File: src/rtl/output_ring_sequencer_pkg.sv
// Shared types and default widths for the output ring sequencer.
package output_ring_sequencer_pkg;

   typedef enum logic [1:0] {StIdle, StRun, StDone} state_e;

   localparam int unsigned DefElementBits = 8;
   localparam int unsigned DefFeatureBits = 4;

endpackage

File: src/rtl/output_ring_sequencer_if.sv
// Ring/cell-buffer bundle: the bench drives the master side, the sequencer is the slave.
interface output_ring_sequencer_if
   import output_ring_sequencer_pkg::*;
#(
   parameter int unsigned ELEMENT_BITS = DefElementBits,
   parameter int unsigned FEATURE_BITS = DefFeatureBits
);

   logic                    start;
   logic                    hold;
   logic [ELEMENT_BITS-1:0] last_pe_data;
   logic [ELEMENT_BITS-1:0] first_pe_data;
   logic                    pe_tick;
   logic                    busy;
   logic                    done;
   logic [ELEMENT_BITS-1:0] cell_wr_data;
   logic [FEATURE_BITS-1:0] cell_wr_addr;
   logic                    cell_we;

   modport master (
      output start, hold, last_pe_data,
      input  first_pe_data, pe_tick, busy, done, cell_wr_data, cell_wr_addr, cell_we
   );

   modport slave (
      input  start, hold, last_pe_data,
      output first_pe_data, pe_tick, busy, done, cell_wr_data, cell_wr_addr, cell_we
   );

endinterface

File: src/rtl/output_ring_sequencer_pe_tick_gen.sv
// PE_DIV divider: registered 1-cycle tick in the cycle the count sits at PE_DIV-1.
module output_ring_sequencer_pe_tick_gen #(
   parameter int unsigned PE_DIV = 5
) (
   input  logic clk_i,
   input  logic rst_i,
   input  logic clear_i,
   input  logic hold_i,
   output logic pe_tick_o
);

   localparam int unsigned DivBits = $clog2(PE_DIV);
   localparam logic [DivBits-1:0] DivMax = DivBits'(PE_DIV - 1);

   logic [DivBits-1:0] div_q, div_d;
   logic               tick_q, tick_d;

   always_comb begin
      div_d  = div_q;
      tick_d = 1'b0;
      if (clear_i) begin
         div_d = '0;
      end else if (!hold_i) begin
         div_d  = (div_q == DivMax) ? '0 : div_q + 1'b1;
         // Registered from the next count so the strobe lines up with div==PE_DIV-1.
         tick_d = (div_d == DivMax);
      end
   end

   always_ff @(posedge clk_i) begin
      if (rst_i) begin
         div_q  <= '0;
         tick_q <= 1'b0;
      end else begin
         div_q  <= div_d;
         tick_q <= tick_d;
      end
   end

   assign pe_tick_o = tick_q;

endmodule

File: src/rtl/output_ring_sequencer.sv
// Output ring controller: recirculates partial sums for P ticks per element and writes
// each finished element of an M-element vector into the cell buffer.
module output_ring_sequencer
   import output_ring_sequencer_pkg::*;
#(
   parameter int unsigned ELEMENT_BITS = DefElementBits,
   parameter int unsigned FEATURE_BITS = DefFeatureBits,
   parameter int unsigned P            = 4,
   parameter int unsigned M            = 9,
   parameter int unsigned PE_DIV       = 5
) (
   input  logic                  sys_clk,
   input  logic                  reset,
   output_ring_sequencer_if.slave bus
);

   localparam int unsigned RingBits = (P > 1) ? $clog2(P) : 1;

   if ((2 ** FEATURE_BITS) < M) begin : g_addr_check
      $error("FEATURE_BITS too narrow to address M elements");
   end

   state_e                  state_q;
   logic [RingBits-1:0]     ring_q;
   logic [FEATURE_BITS-1:0] elem_q;
   logic [ELEMENT_BITS-1:0] first_q;
   logic [ELEMENT_BITS-1:0] wr_data_q;
   logic [FEATURE_BITS-1:0] wr_addr_q;
   logic                    we_q;
   logic                    done_q;
   logic                    pe_tick;

   output_ring_sequencer_pe_tick_gen #(
      .PE_DIV (PE_DIV)
   ) u_tick_gen (
      .clk_i     (sys_clk),
      .rst_i     (reset),
      .clear_i   (state_q != StRun),
      .hold_i    (bus.hold),
      .pe_tick_o (pe_tick)
   );

   always_ff @(posedge sys_clk) begin
      if (reset) begin
         state_q   <= StIdle;
         ring_q    <= '0;
         elem_q    <= '0;
         first_q   <= '0;
         wr_data_q <= '0;
         wr_addr_q <= '0;
         we_q      <= 1'b0;
         done_q    <= 1'b0;
      end else begin
         we_q   <= 1'b0;
         done_q <= 1'b0;
         unique case (state_q)
            StIdle: begin
               if (bus.start) begin
                  state_q <= StRun;
                  ring_q  <= '0;
                  elem_q  <= '0;
                  first_q <= '0;
               end
            end
            StRun: begin
               // The tick is honoured even if hold rises in the tick cycle itself.
               if (pe_tick) begin
                  if (ring_q == RingBits'(P - 1)) begin
                     first_q   <= '0;
                     ring_q    <= '0;
                     wr_data_q <= bus.last_pe_data;
                     wr_addr_q <= elem_q;
                     we_q      <= 1'b1;
                     if (elem_q == FEATURE_BITS'(M - 1)) begin
                        state_q <= StDone;
                        done_q  <= 1'b1;
                     end else begin
                        elem_q <= elem_q + 1'b1;
                     end
                  end else begin
                     first_q <= bus.last_pe_data;
                     ring_q  <= ring_q + 1'b1;
                  end
               end
            end
            StDone:  state_q <= StIdle;
            default: state_q <= StIdle;
         endcase
      end
   end

   assign bus.first_pe_data = first_q;
   assign bus.pe_tick       = pe_tick;
   assign bus.busy          = (state_q == StRun);
   assign bus.done          = done_q;
   assign bus.cell_wr_data  = wr_data_q;
   assign bus.cell_wr_addr  = wr_addr_q;
   assign bus.cell_we       = we_q;

endmodule
File: src/flat_wrapper.sv
// flat-port wrapper written by rule: the top's interface ports become plain ports
module output_ring_sequencer_flat import output_ring_sequencer_pkg::*;
#(
   parameter int unsigned ELEMENT_BITS = DefElementBits,
   parameter int unsigned FEATURE_BITS = DefFeatureBits,
   parameter int unsigned P            = 4,
   parameter int unsigned M            = 9,
   parameter int unsigned PE_DIV       = 5
)
  (sys_clk, reset, bus_start, bus_hold, bus_last_pe_data, bus_first_pe_data, bus_pe_tick, bus_busy, bus_done, bus_cell_wr_data, bus_cell_wr_addr, bus_cell_we);
  output_ring_sequencer_if #(.ELEMENT_BITS(ELEMENT_BITS), .FEATURE_BITS(FEATURE_BITS)) bus_i ();
  input  logic sys_clk;
  input  logic reset;
  input wire logic [$bits(bus_i.start)-1:0] bus_start;
  input wire logic [$bits(bus_i.hold)-1:0] bus_hold;
  input wire logic [$bits(bus_i.last_pe_data)-1:0] bus_last_pe_data;
  output wire logic [$bits(bus_i.first_pe_data)-1:0] bus_first_pe_data;
  output wire logic [$bits(bus_i.pe_tick)-1:0] bus_pe_tick;
  output wire logic [$bits(bus_i.busy)-1:0] bus_busy;
  output wire logic [$bits(bus_i.done)-1:0] bus_done;
  output wire logic [$bits(bus_i.cell_wr_data)-1:0] bus_cell_wr_data;
  output wire logic [$bits(bus_i.cell_wr_addr)-1:0] bus_cell_wr_addr;
  output wire logic [$bits(bus_i.cell_we)-1:0] bus_cell_we;
  assign bus_i.start = bus_start;
  assign bus_i.hold = bus_hold;
  assign bus_i.last_pe_data = bus_last_pe_data;
  assign bus_first_pe_data = bus_i.first_pe_data;
  assign bus_pe_tick = bus_i.pe_tick;
  assign bus_busy = bus_i.busy;
  assign bus_done = bus_i.done;
  assign bus_cell_wr_data = bus_i.cell_wr_data;
  assign bus_cell_wr_addr = bus_i.cell_wr_addr;
  assign bus_cell_we = bus_i.cell_we;
  output_ring_sequencer #(.ELEMENT_BITS(ELEMENT_BITS), .FEATURE_BITS(FEATURE_BITS), .P(P), .M(M), .PE_DIV(PE_DIV)) u_core (.sys_clk(sys_clk), .reset(reset), .bus(bus_i));
endmodule
File: config.mk
export PLATFORM = sky130hd
export DESIGN_NAME = output_ring_sequencer_flat
export DESIGN_NICKNAME = d
export VERILOG_FILES = /design/src/rtl/output_ring_sequencer_pkg.sv /design/src/rtl/output_ring_sequencer_if.sv /design/src/rtl/output_ring_sequencer_pe_tick_gen.sv /design/src/rtl/output_ring_sequencer.sv /design/src/flat_wrapper.sv
export SDC_FILE = /design/constraint.sdc
export NUM_CORES = 1
export LEC_CHECK = 0
export CAP_MARGIN = 20
export CORE_ASPECT_RATIO = 2
export CORE_MARGIN = 2
export CORE_UTILIZATION = 50
export CTS_BUF_LIST = sky130_fd_sc_hd__clkbuf_4
export DETAILED_ROUTE_END_ITERATION = 16
export PLACE_DENSITY = 0.81
export SYNTH_ARGS = -nofsm -noshare
export SYNTH_HDL_FRONTEND = slang
export SYNTH_HIERARCHICAL = 1
export SYNTH_SLANG_ARGS = --single-unit
File: constraint.sdc
create_clock -name sys_clk -period 1.8 [get_ports sys_clk]
set_input_delay 0.27 -clock sys_clk [delete_from_list [all_inputs] [get_ports sys_clk]]
set_output_delay 0.27 -clock sys_clk [all_outputs]
set_load 0.05 [all_outputs]
==> results_tabular.tex <==
\begin{tabular}{lr}
\hline
Metric & Value \\
\hline
\multicolumn{2}{l}{\textbf{Synth}} \\
Mean post-synth cell area & 9.03 um\^{}2 \\
Post-synth net total & 181 \\
Sequential cell area fraction in the yosys report & 0.459 \\
Number of warnings printed during yosys synthesis & 6 \\
Synthesized instance count & 164 \\
Cell area after synthesis & 1480 um\^{}2 \\
Synth unique cells & 37 \\
Number of flip-flops and latches in the synthesized netlist & 34 \\
\multicolumn{2}{l}{\textbf{Floorplanning}} \\
Core ar. & 2910 um\^{}2 \\
Die Width & 42.5 um \\
Total die area & 3440 um\^{}2 \\
Initial Utilization & 0.509 \\
Number of top-level design ports & 36 \\
Standard-cell rows & 28 \\
Die Span Y & 81.0 um \\
\multicolumn{2}{l}{\textbf{Place}} \\
Port bufs & 35 \\
Placed standard-cell area & 1880 um\^{}2 \\
Placed cell count & 225 \\
Final HPWL DP & 2.54 mm \\
Final GP Congestion & 0.825 \\
\multicolumn{2}{l}{\textbf{STA}} \\
Period utilization & 0.970 \\
Max Slew Vio Count & 0 \\
Setup repair after global routing missed its margin & false \\
Clock period minus final worst setup slack & 1.75 ns \\
Fmax & 0.573 GHz \\
Setup violators final & 0 \\
Final total negative setup slack & 0 ns \\
Worst-case headroom to the max-slew limit & 0.655 \\
Slew at the pin closest to its max-slew limit & 0.517 ns \\
Number of failing hold endpoints at the final stage & 0 \\
Clock skew & 0.00843 ns \\
\multicolumn{2}{l}{\textbf{Power and ir drop}} \\
Cell internal pwr & 0.00126 W \\
Total power draw & 0.00161 W \\
Switching portion of total power & 0.220 \\
Share of total power in combinational logic & 0.088 \\
Part of the power in registers & 0.478 \\
Total leakage power & 0.932 nW \\
Net Sw Power & 0.000355 W \\
Power density cells & 803 nW/um\^{}2 \\
Max rail drop VDD & 0.736 mV \\
Clock group share of total power & 0.433 \\
\multicolumn{2}{l}{\textbf{Run}} \\
Max-cap violations & 0 \\
\multicolumn{2}{l}{\textbf{Clocking}} \\
Cell chosen for the clock root & clkbuf\_4 \\
Number of H-tree branching levels & 2 \\
Clock buffer count from CTS & 5 \\
Reg clk slew, reported paths & 0.11 ns \\
Count of buffers added by post-CTS timing repair for setup & 0 \\
TritonCTS clock tree & built \\
Hold buffer count at CTS & 0 \\
Gates resized, CTS repair & 0 \\
Buffers from clock root to sink, at most & 2 \\
Number of clock sinks & 34 \\
Worst-Skew Late Latency & 0.34 ns \\
\multicolumn{2}{l}{\textbf{Route}} \\
Drt drc & 0 \\
Count of antenna-violating nets left after detailed routing & 0 \\
TritonRoute pass-1 iters & 4 \\
Via count of the routed design & 1,359 \\
DRT iter0 DRCs & 21 \\
Final wirelength & 3.38 mm \\
Wirelength per Cell & 14.5 um \\
DR vias/cell & 5.83 \\
\multicolumn{2}{l}{\textbf{Setup path}} \\
Gate family responsible for the most delay along the worst path & buffers and inverters \\
Classification of the worst setup path & flop to primary output \\
Worst setup SP type & flop \\
Cells along the critical path & clkdlybuf4s50\_1 \\
Critical path data arrival time & 1.48 ns \\
Critical-path top delay cell & clkdlybuf4s50\_1 \\
Crit path largest cell delay & 0.80 ns \\
Required time worst endpoint & 1.53 ns \\
Total buffers and inverters traversed by the critical path & 1 \\
Crit. End Element & primary output \\
Largest driver fanout on the critical path & 2 \\
\multicolumn{2}{l}{\textbf{Global route}} \\
Vias in the first global route & 1,333 \\
First-pass GRT wire length & 5.75 mm \\
Pin count of the biggest net entering global routing & 32 \\
Total GRT Usage & 0.217 \\
Grt total ovfl & 0 \\
Initial antenna violation count & 0 \\
\multicolumn{2}{l}{\textbf{Final layout}} \\
Final Instance Count excl. Fillers & 233 \\
Diode insertion count for antenna repair & 0 \\
Final cell utilization of the core & 0.692 \\
Area growth from synthesis to layout & 35.8\% \\
Count of fill cells added during filler insertion & 227 \\
Post-layout net count & 219 \\
Layout cell share with drive strength beyond 1 & 0.123 \\
Final design area excluding fillers & 2010 um\^{}2 \\
\multicolumn{2}{l}{\textbf{Status}} \\
Status & complete, no violations \\
\multicolumn{2}{l}{\textbf{Worst hold path}} \\
Tightest Hold Check Type & flop to flop \\
\hline
\end{tabular}
==> per-stage QoR <==
step	hold slack, ns	setup WS [ns]
after floorplan	0.347	0.132
after global placement	0.444	0.103
after detailed placement	0.447	0.0700
after CTS	0.464	0.00204
after global routing	0.484	0.00295
final	0.457	0.0536
==> cell families (layout without fill, tap and decap cells) <==
| family | count (synthesis) | in the layout | share of synthesized area |
|---|---|---|---|
| DFF | 34 | 34 | 0.459 |
| and+or+nand+nor | 61 | 61 | 0.252 |
| muxes | 3 | 3 | 0.0211 |
| adders and majority gates | 5 | 5 | 0.0422 |
| AOI/OAI and AO/OA | 45 | 45 | 0.179 |
| buffers and inverters | 16 | 55 | 0.0464 |
==> power by group through the flow <==
stage,Clock (W),Sequential (W),Combinational [W]
floorplan,0,0.000802,0.0000671
global placement,0,0.000788,0.000139
detailed placement,0,0.000789,0.000142
CTS,0.000719,0.000772,0.000143
global route,0.000741,0.000774,0.000154
finish,0.000700,0.000772,0.000142
==> sequential cells by signal, summed over array words and instances (netlist names) <==
| register | flops |
|---|---|
| u_core/bus.cell_wr_data | 8 |
| u_core/bus.first_pe_data | 8 |
| u_core/bus.cell_wr_addr | 4 |
| u_core/elem_q | 4 |
| u_core/u_tick_gen/div_q | 3 |
| u_core/ring_q | 2 |
| u_core/state_q | 2 |
| u_core/bus.cell_we | 1 |
| u_core/bus.done | 1 |
| u_core/u_tick_gen/pe_tick_o | 1 |
==> metal layers <==
metal,GRT usage,share of wire
met3,0.0489,0.057
met2,0.400,0.55
met1,0.217,0.36
met4,0.122,0.030
met5,0,0
==> layout make-up <==
class                   count  area [um^2]  area share
multi-input cells         114          732       0.364
repair buffers             41          428       0.213
clock inverters             3         68.8      0.0342
flip-flops and latches     34          686       0.341
well taps                  30         37.5      0.0187
inverters                   6         22.5      0.0112
clock buffers               5         37.5      0.0187
==> cells in the mapped netlist <==
master | number | share of area
dfxtp_1 | 34 | 0.46
buf_6 | 1 | 0.0076
a21boi_2 | 1 | 0.0076
o31ai_1 | 2 | 0.010
buf_1 | 1 | 0.0025
and4b_1 | 1 | 0.0068
nand4b_4 | 1 | 0.016
nor3b_1 | 2 | 0.010
o21ai_0 | 12 | 0.041
nand4b_1 | 10 | 0.059
or3b_2 | 1 | 0.0059
buf_2 | 1 | 0.0034
nand2b_1 | 2 | 0.0084
nor2_1 | 3 | 0.0076
ha_1 | 5 | 0.042
and3b_1 | 1 | 0.0059
nand3b_1 | 2 | 0.010
a31oi_1 | 1 | 0.0042
a41oi_1 | 1 | 0.0059
o21bai_1 | 1 | 0.0051
nand3_1 | 2 | 0.0068
or4_1 | 2 | 0.010
a32o_1 | 1 | 0.0068
inv_1 | 6 | 0.015
nor3b_4 | 1 | 0.013
clkbuf_1 | 7 | 0.018
mux2i_1 | 2 | 0.014
or4b_1 | 1 | 0.0068
a211o_1 | 1 | 0.0059
mux2_2 | 1 | 0.0076
nor3_1 | 3 | 0.010
nor2b_1 | 1 | 0.0042
a21oi_1 | 22 | 0.074
o2111a_1 | 1 | 0.0076
nand2_1 | 28 | 0.071
a211oi_1 | 1 | 0.0051
a311oi_1 | 1 | 0.0059
==> layout by cell type (no fill, tap or decap), types with 2 or more instances in the layout <==
master / n
a21oi_1: 22
buf_4: 7
bufinv_16: 2
clkbuf_4: 5
clkdlybuf4s50_1: 23
dfxtp_1: 30
dfxtp_2: 4
dlymetal6s2s_1: 10
ha_1: 5
inv_1: 6
mux2i_1: 2
nand2_1: 28
nand2b_1: 2
nand3_1: 2
nand3b_1: 2
nand4b_1: 10
nor2_1: 3
nor3_1: 3
nor3b_1: 2
o21ai_0: 12
o31ai_1: 2
or4_1: 2
==> worst paths after layout <==
path / start / end / slack, ns / depth (start not counted)
hold reg to reg: u_core/bus.cell_wr_data[5] / u_core/bus.cell_wr_data[5] / 0.46 / 2
hold / removal: u_core/bus.cell_wr_data[5] / u_core/bus.cell_wr_data[5] / 0.46 / 2
setup / recovery: u_core/bus.cell_wr_addr[0] / bus_cell_wr_addr[0] / 0.05 / 1
setup reg to reg: u_core/elem_q[0] / u_core/elem_q[2] / 0.14 / 5
(Power assumes the default switching activity.)
